### src/rtl/lc3b_types.sv
`default_nettype none
// +----------------------------------------------------------------------+
// | lc3b_types : shared LC-3b word type and branch history table types  |
// | Rev 1.0    : initial BHT typedefs                                    |
// +----------------------------------------------------------------------+
package lc3b_types;

    typedef logic [15:0] lc3b_word;

    localparam int c_bht_index_bits = 4;
    localparam int c_bht_tag_bits   = 15 - c_bht_index_bits;

    typedef logic [c_bht_index_bits-1:0] lc3b_bht_index;
    typedef logic [c_bht_tag_bits-1:0]   lc3b_bht_tag;
    typedef logic [1:0]                  lc3b_bht_ctr;

    localparam lc3b_bht_ctr c_ctr_init  = 2'b01;
    localparam lc3b_bht_ctr c_ctr_alloc = 2'b10;

endpackage
`default_nettype wire

### src/rtl/branch_history_table_sat_counter.sv
`default_nettype none
// +----------------------------------------------------------------------+
// | bht_sat_counter : 2-bit saturating up/down counter with load         |
// | Rev 1.0         : initial release                                    |
// +----------------------------------------------------------------------+
module bht_sat_counter
    import lc3b_types::*;
(
    input  lc3b_bht_ctr ctr_in,
    input  logic        inc,
    input  logic        dec,
    input  logic        load,
    input  lc3b_bht_ctr load_val,
    output lc3b_bht_ctr ctr_out
);

    always_comb begin
        ctr_out = ctr_in;
        if (load) begin
            ctr_out = load_val;
        end else if (inc) begin
            if (ctr_in != 2'b11) ctr_out = ctr_in + 2'b01;
        end else if (dec) begin
            if (ctr_in != 2'b00) ctr_out = ctr_in - 2'b01;
        end
    end

endmodule
`default_nettype wire

### src/rtl/branch_history_table.sv
`default_nettype none
// +----------------------------------------------------------------------+
// | branch_history_table : IF-stage direct-mapped branch predictor with  |
// | MEM-stage update and registered mispredict/redirect. Optional        |
// | statistics counters are enabled with the BHT_STATS_EN macro.         |
// | Rev 1.0              : initial release                               |
// +----------------------------------------------------------------------+
module branch_history_table
    import lc3b_types::*;
#(
    parameter int          INDEX_BITS = c_bht_index_bits,
    parameter lc3b_bht_ctr CTR_INIT   = c_ctr_init
)(
    input  logic     clk,
    input  logic     reset,
    input  logic     stall,
    input  lc3b_word fetch_pc,
    output logic     predict_taken,
    output lc3b_word predict_target,
    input  logic     resolve_valid,
    input  lc3b_word resolve_pc,
    input  logic     resolve_taken,
    input  lc3b_word resolve_target,
    input  logic     resolve_pred_taken,
    input  lc3b_word resolve_pred_target,
    output logic     mispredict,
    output lc3b_word redirect_pc
`ifdef BHT_STATS_EN
    ,
    output logic [15:0] stat_branches,
    output logic [15:0] stat_mispredicts
`endif
);

    localparam int ENTRIES = 1 << INDEX_BITS;
    localparam int TAG_W   = 15 - INDEX_BITS;

    logic              r_valid  [ENTRIES];
    logic [TAG_W-1:0]  r_tag    [ENTRIES];
    lc3b_word          r_target [ENTRIES];
    lc3b_bht_ctr       r_ctr    [ENTRIES];

    logic              r_mispredict;
    lc3b_word          r_redirect_pc;

    // Fetch-side lookup: purely combinational, no bypass from the update port
    logic [INDEX_BITS-1:0] w_fidx;
    logic [TAG_W-1:0]      w_ftag;
    logic                  w_fhit;

    assign w_fidx = fetch_pc[INDEX_BITS:1];
    assign w_ftag = fetch_pc[15:INDEX_BITS+1];
    assign w_fhit = r_valid[w_fidx] && (r_tag[w_fidx] == w_ftag);

    assign predict_taken  = w_fhit && r_ctr[w_fidx][1];
    assign predict_target = w_fhit ? r_target[w_fidx] : fetch_pc + 16'd2;

    logic [INDEX_BITS-1:0] w_ridx;
    logic [TAG_W-1:0]      w_rtag;
    logic                  w_rhit;
    logic                  w_upd;
    logic                  w_replace;
    logic                  w_mis_cond;
    lc3b_bht_ctr           w_ctr_next;

    assign w_ridx    = resolve_pc[INDEX_BITS:1];
    assign w_rtag    = resolve_pc[15:INDEX_BITS+1];
    assign w_rhit    = r_valid[w_ridx] && (r_tag[w_ridx] == w_rtag);
    assign w_upd     = resolve_valid && !stall;
    // A taken branch evicting a different valid branch starts weakly taken
    assign w_replace = resolve_taken && r_valid[w_ridx] && !w_rhit;

    assign w_mis_cond = w_upd &&
                        ((resolve_taken != resolve_pred_taken) ||
                         (resolve_taken && (resolve_target != resolve_pred_target)));

    bht_sat_counter u_ctr (
        .ctr_in   (r_ctr[w_ridx]),
        .inc      (resolve_taken && !w_replace),
        .dec      (!resolve_taken && w_rhit),
        .load     (w_replace),
        .load_val (c_ctr_alloc),
        .ctr_out  (w_ctr_next)
    );

    always_ff @(posedge clk) begin
        if (reset) begin
            for (int i = 0; i < ENTRIES; i++) begin
                r_valid[i]  <= 1'b0;
                r_tag[i]    <= '0;
                r_target[i] <= '0;
                r_ctr[i]    <= CTR_INIT;
            end
        end else if (w_upd) begin
            if (resolve_taken) begin
                r_valid[w_ridx]  <= 1'b1;
                r_tag[w_ridx]    <= w_rtag;
                r_target[w_ridx] <= resolve_target;
                r_ctr[w_ridx]    <= w_ctr_next;
            end else if (w_rhit) begin
                r_ctr[w_ridx]    <= w_ctr_next;
            end
        end
    end

    // Stall freezes the pulse so the flush sequencer sees it once unstalled
    always_ff @(posedge clk) begin
        if (reset) begin
            r_mispredict  <= 1'b0;
            r_redirect_pc <= 16'h0000;
        end else if (!stall) begin
            r_mispredict <= w_mis_cond;
            if (w_mis_cond) begin
                r_redirect_pc <= resolve_taken ? resolve_target : resolve_pc + 16'd2;
            end
        end
    end

    assign mispredict  = r_mispredict;
    assign redirect_pc = r_redirect_pc;

`ifdef BHT_STATS_EN
    logic [15:0] r_stat_branches;
    logic [15:0] r_stat_mispredicts;

    always_ff @(posedge clk) begin
        if (reset) begin
            r_stat_branches    <= 16'h0000;
            r_stat_mispredicts <= 16'h0000;
        end else begin
            if (w_upd && (r_stat_branches != 16'hFFFF)) begin
                r_stat_branches <= r_stat_branches + 16'd1;
            end
            if (w_mis_cond && (r_stat_mispredicts != 16'hFFFF)) begin
                r_stat_mispredicts <= r_stat_mispredicts + 16'd1;
            end
        end
    end

    assign stat_branches    = r_stat_branches;
    assign stat_mispredicts = r_stat_mispredicts;
`endif

endmodule
`default_nettype wire

### config.mk
export PLATFORM = sky130hd
export DESIGN_NAME = branch_history_table
export DESIGN_NICKNAME = d
export VERILOG_FILES = /design/src/rtl/lc3b_types.sv /design/src/rtl/branch_history_table_sat_counter.sv /design/src/rtl/branch_history_table.sv
export SDC_FILE = /design/constraint.sdc
export NUM_CORES = 1
export LEC_CHECK = 0
export ABC_AREA = 1
export BUFFER_PORTS_ARGS = -buffer_cell sky130_fd_sc_hd__buf_2
export CAP_MARGIN = 20
export CORE_MARGIN = 3
export CORE_UTILIZATION = 56
export DETAILED_ROUTE_END_ITERATION = 8
export PLACE_DENSITY_LB_ADDON = 0.05
export SETUP_SLACK_MARGIN = 0.1
export SLEW_MARGIN = 10
export SYNTH_ARGS = -nofsm -noshare
export SYNTH_HDL_FRONTEND = slang
export SYNTH_SLANG_ARGS = --single-unit
export TNS_END_PERCENT = 1
### constraint.sdc
create_clock -name clk -period 3.6 [get_ports clk]
set_input_delay 0.9 -clock clk [delete_from_list [all_inputs] [get_ports clk]]
set_output_delay 0.9 -clock clk [all_outputs]
set_load 0.01 [all_outputs]
* After elaboration in Yosys (flattened, before gate mapping) *
Memory sizes are Yosys's and may differ from the RTL's.
Cells that the tools add are included.

cells by class
  reductions and logical operators = 21
  mux-type cells = 31
  bitwise gates (word level) = 2
  equal/unequal tests = 5
  $add $sub $neg = 4

operator list
  kind                   count
  $mux 16                3
  $add 16x2->16 const B  2
  $eq 11x11->1           2
  $mux 1                 16
  $mux 4                 4
  $ne 16x16->1           1
  $reduce_or 16->1       1
  $mux 2                 7
  $mux 11                1
  $reduce_or 11->1       1
  $logic_and 1x1->1      10
  $logic_not 1->1        4
  $add 2x1->2 const B    1
  $ne 2x2->1 const B     1
  $reduce_and 2->1       1
  $reduce_bool 2->1      1
  $reduce_or 2->1        1
  $sub 2x1->2 const B    1
  $logic_or 1x1->1       1
  $ne 1x1->1             1
  $not 1->1              1
  $or 1x1->1             1
  $reduce_or 1->1        1

storage, ports and cells
  output and inout bits = 34
  register bits = 17
  word-level logic and storage cells = 69
  memory bits (writable) = 480
  input bits = 70
  memories = 4

memories
  memory    words  bits a word  rd ports  clocked after Yosys merged registers in  wr ports  line                        RTL
  r_target  16     16           1         0                                        16        branch_history_table.sv:40  lc3b_word r_target [ENTRIES];
  r_tag     16     11           2         0                                        16        branch_history_table.sv:39  logic [TAG_W-1:0] r_tag [ENTRIES];
  r_ctr     16     2            2         0                                        16        branch_history_table.sv:41  lc3b_bht_ctr r_ctr [ENTRIES];
  r_valid   16     1            2         0                                        16        branch_history_table.sv:38  logic r_valid [ENTRIES];

* Depth between registers and ports, before layout *
An unclocked memory read counts as a cell.

  word-level depth = 11
  depth in mapped cells = 22

* By module *
A second synthesis with hierarchy kept.

second synthesis, totals
  cells, all modules = 3039
  area total of the unflattened synthesis = 25851.0 um2

modules (own cells, without submodules)
  module                area an instance (um2)  cells an instance  instances  sequential area each (um2)
  branch_history_table  25774.7                 3021               1          14594.0
  bht_sat_counter       76.3                    18                 1          0.0

* Least setup slack after synthesis *
Ideal clock, no wire load.

  kind = input port to output port
  start point = in fetch_pc[1]
  end point = out predict_taken
  path slack = -0.005 ns
  stages on the path = 14
  arrival time = 2.705 ns
  cell sequence = buf_2 inv_2 buf_2 clkbuf_1 nor2_1 o21ai_0 nand2_1 nand3_1 xnor2_1 nand2_1 nor2_2 nand2_2 buf_6 nor2_1

on the way
  cells in the longest elaborated chain, start to end = 4
  elaborated cells on any way between the ends = 6
  classes of those cells = 1 x eq/ne; 2 x reduce/logical; 3 x memory

ends and longest elaborated chain
  item                   line                        RTL
  from (decl)            branch_history_table.sv:17  input lc3b_word fetch_pc,
  $mem_v2 16x11          -
  $eq 11x11->1           branch_history_table.sv:53  assign w_fhit = r_valid[w_fidx] && (r_tag[w_fidx] == w_ftag);
  $logic_and 1x1->1      branch_history_table.sv:53
  $logic_and 1x1->1 (*)  branch_history_table.sv:55  assign predict_taken = w_fhit && r_ctr[w_fidx][1];
  to (decl)              branch_history_table.sv:18  output logic predict_taken,

Every way passes the cells marked *; elsewhere a longest branch is shown, timed or not.

* Final worst setup path *
  start point = in fetch_pc[1]
  end point = out predict_target[5]

on the way
  cells in the longest elaborated chain, start to end = 4
  elaborated cells on any way between the ends = 7
  classes of those cells = 1 x add/sub; 1 x eq/ne; 1 x mux; 1 x reduce/logical; 3 x memory

ends and longest elaborated chain
  item               line                        RTL
  $mem_v2 16x11      -
  $eq 11x11->1       branch_history_table.sv:53
  $logic_and 1x1->1  branch_history_table.sv:53
  $mux 16 (*)        branch_history_table.sv:56  assign predict_target = w_fhit ? r_target[w_fidx] : fetch_pc + 16'd2;
  to (decl)          branch_history_table.sv:19  output lc3b_word predict_target,

Marked as above.

==> impl_results.md <==
* Outcome: complete, but fails checks
* Failing checks: negative setup slack
* Seq cells post-synth at about 500
* Netlist Area Pre-Place at about 26000 µm²
* Layout cells sized above 1 at roughly 15%
* Filler cell count in the final layout at 3693
* Final #Nets at roughly 3200
* Endpoints failing setup at 17
* Register area share after synthesis at between 50% and 60%
* Core area at roughly 45000 µm²
* Gate power share at approximately an eighth
* DR vias at 22800
* Sw Share at approximately a quarter
* Die ar. at roughly 48000 µm²
* Mapped Cells at 2969
* Hold crit path type: flop to flop
* Area after DPL at 27500 µm²
* H-tree levels at 2
* Final GP Congestion at ~0.97
* Syn Area/Cell at ~8.6 µm²
* Distinct cells, synth at between 40 and 50
* Most frequent cells after synthesis: 679 x nor2_1, 542 x nand2_1, 464 x edfxtp_1, 307 x o21ai_0, 192 x inv_1
* Total GRT Usage at a little under two fifths
* Synth area leader: edfxtp_1
* Final Hold Viols at 0
* Worst-Margin Slew at 0.710 ns
* Post-DRT Antenna Nets at 0
* Max Fclk at 0.261 GHz
* Worst Reg2Reg Path Length in Cells at 19
* Arrival @ worst endpoint at between 2 and 3 ns
* Cts bufs inserted at 52
* Synth Area in Simple Gates at a little over a fifth
* Largest cells by area after synthesis: edfxtp_1 55%, nor2_1 10%, nand2_1 8.0%
* Startpoint types: input pin
* Crit. End Element: primary output
* Sink Count at ~500
* Seq pwr share at approximately 49%
* Critical Path RT at roughly 2.7 ns
* Max Cap Viol at 0
* Post-synth EDFFs at 464
* Total Power at ~14 mW
* Bufs on Longest Clock Path at 3
* IO Pins at between 100 and 150
* Period utilization at 107%
* Clock power frac at between 30% and 40%
* FFs w/ async S/R, synth at 0%
* Detailed Routing Iterations Pass 1 at 5
* Syn Nets at roughly 3000
* Drt wl/cell at 24.0 µm
* Synth warn at 0
* Clk_skew at around 0.019 ns
* Vias in the first global route at 21600
* Num rows at just under 80
* Area of the multi-input gates at 9290 µm²
* Setup WS post-layout at -0.236 ns
* Vias per inst at 6.10
* WHS Path Cells at 2
* Min cycle time layout at ~3.8 ns
* Design area at around 30000 µm²
* DR DRC count at 0
* Largest net degree at the start of global routing at 71
* Max Slew Vio Count at 0
* Area grow syn2layout at 17.1%
* Die width at roughly 220 µm
* Top-count cell post-synth: nor2_1
* Worst setup path category: input pin to primary output
* DRT iter0 DRCs at between 3000 and 4000
* Initial antenna violation count at 0
* I/O Buffers at ~100
* Root buf cell: clkbuf_16
* Gr ovfl total at 0
* Total wire length at roughly 90 mm
* LEAKAGE at approximately 12 nW
* Area fraction in compound gates after synthesis at ~12%
* Unrepaired setup endpoints after global routing: true
* Cts hold-fix bufs at 0
* Final non-filler cell total at about 3700
* Die Y at approximately 220 µm
* Ys flop type: edfxtp_1
* Post-Synth XOR/XNOR Area at under 10%
* Slew headroom at 52.4%
* Fin Hold WS at ~0.47 ns
* DP HPWL at 56.7 mm
* Worst Path Max Fanout at 8
* Pwr dens at about 460 nW/µm²
* Worst-path clk slew at roughly 0.060 ns
* Mux contribution to synthesized area at 0%
* Register area at around 15000 µm²
* Post-synth top area share at 54.6%
* Core Util, Final at between 60% and 70%
* CTS tree: built
* Largest family of logic cells by synthesized area: simple AND/OR/NAND/NOR gates
* Maximum vdd drop at 421 µV
* P_sw at around 3.6 mW
* DP Cell Count at 3615
* Initial Util at between 50% and 60%
* N_diodes at 0
* Synth Area in Adders at less than 1%
* First-pass GRT wire length at ~130 mm
* Worst-skew pair later-pin latency at roughly 0.63 ns
* Int Pwr at about 10 mW
-- layout make-up --
class / count / share of cell area [%]
Tap cell: 592 / 2.48
Clock buffer: 64 / 4.68
Sequential cell: 497 / 48.8
Timing Repair Buffer: 302 / 9.28
Clock inverter: 32 / 0.750
Inverter: 224 / 2.87
Multi-Input combinational cell: 2019 / 31.1
-- worst max-delay path, cell delays in order --
cell and delay [ns]:
buf_16 0.14, buf_12 0.16, buf_12 0.12, buf_16 0.13, o21ai_0 0.19, nand3_1 0.13
nand3_2 0.10, nand3_2 0.09, xnor2_1 0.14, nand2_1 0.11, nor2_4 0.13, buf_12 0.14
buf_12 0.10, nand2_4 0.07, nand2_1 0.07, nand2_1 0.06, buf_2 0.13
-- cells by family after synthesis --
logic type,Yosys count
adder cells (fa/ha/maj),5
buffers and inverters,454
flip-flops,497
AO/OA/AOI/OAI,569
AND/OR/NAND/NOR,1410
XOR/XNOR,34
-- power groups by stage --
| stage | clock network [mW] | logic (mW) | registers, mW |
|---|---|---|---|
| floorplan | 0 | 0.929 | 6.78 |
| global placement | 0 | 1.62 | 6.80 |
| detailed placement | 0 | 1.64 | 6.81 |
| CTS | 5.24 | 1.72 | 6.69 |
| global route | 5.47 | 1.91 | 6.71 |
| finish | 5.22 | 1.78 | 6.69 |
-- layout by cell type (no fill, tap or decap), types with 3 or more instances in the layout --
cell,instances
a21oi_2,10
clkinv_1,38
nor2_1,675
inv_1,192
inv_2,8
buf_8,4
bufbuf_16,3
nand2_2,18
nor3_2,3
nand3_1,132
buf_12,41
nand2_1,535
nor4_1,3
buf_16,4
a31oi_1,6
ha_1,5
nand3_2,21
edfxtp_1,464
o211ai_1,20
dfxtp_1,33
buf_4,142
buf_2,96
clkbuf_16,54
nor2_2,8
buf_6,11
a21oi_1,124
nand4_1,3
o221ai_1,26
o21ai_1,45
o21ai_0,284
xnor2_1,7
o22ai_1,42
xor2_1,27
clkinv_2,11
clkbuf_1,9
-- flip-flops by register name, indices dropped and copies added, names as in the netlist --
| signal | count |
|---|---|
| r_target | 256 |
| r_tag | 176 |
| r_ctr | 32 |
| r_valid | 16 |
| redirect_pc | 16 |
| mispredict | 1 |
-- routing by layer --
layer | wire length, µm | global-route usage (%)
met2 | 40200 | 58.1
met1 | 34400 | 51.5
met3 | 11100 | 7.89
met4 | 3880 | 14.9
met5 | 0 | 0
-- worst paths after layout --
| check | startpoint | end | slack [ns] |
|---|---|---|---|
| worst min register to register | redirect_pc[7]$_SDFFE_PP0P_ | redirect_pc[7]$_SDFFE_PP0P_ | 0.47 |
| worst max register to register | r_tag[15][0]$_SDFFCE_PN0P_ | r_ctr[14][0]$_SDFFCE_PN1P_ | 0.93 |
| worst max-delay path | fetch_pc[1] | predict_target[5] | -0.24 |
| worst min-delay path | redirect_pc[7]$_SDFFE_PP0P_ | redirect_pc[7]$_SDFFE_PP0P_ | 0.47 |
-- per-stage QoR --
stage | TNS (ns) | worst slack (ns)
floorplan | 0 | 0.0174
global placement | -6.44 | -0.395
detailed placement | -6.66 | -0.413
CTS | -2.87 | -0.177
global route | -5.23 | -0.330
finish | -3.65 | -0.236
-- timing repair --
item / 4_1_cts / 5_1_grt
buffers inserted: 9 / 3
resized for setup: 76 / 43
gates cloned: 8 / 0
setup endpoints to repair: 17 / 17
endpoints found under the hold margin: 0 / 0
pin swaps: 29 / 23
Power figures use the tool's default switching activity.
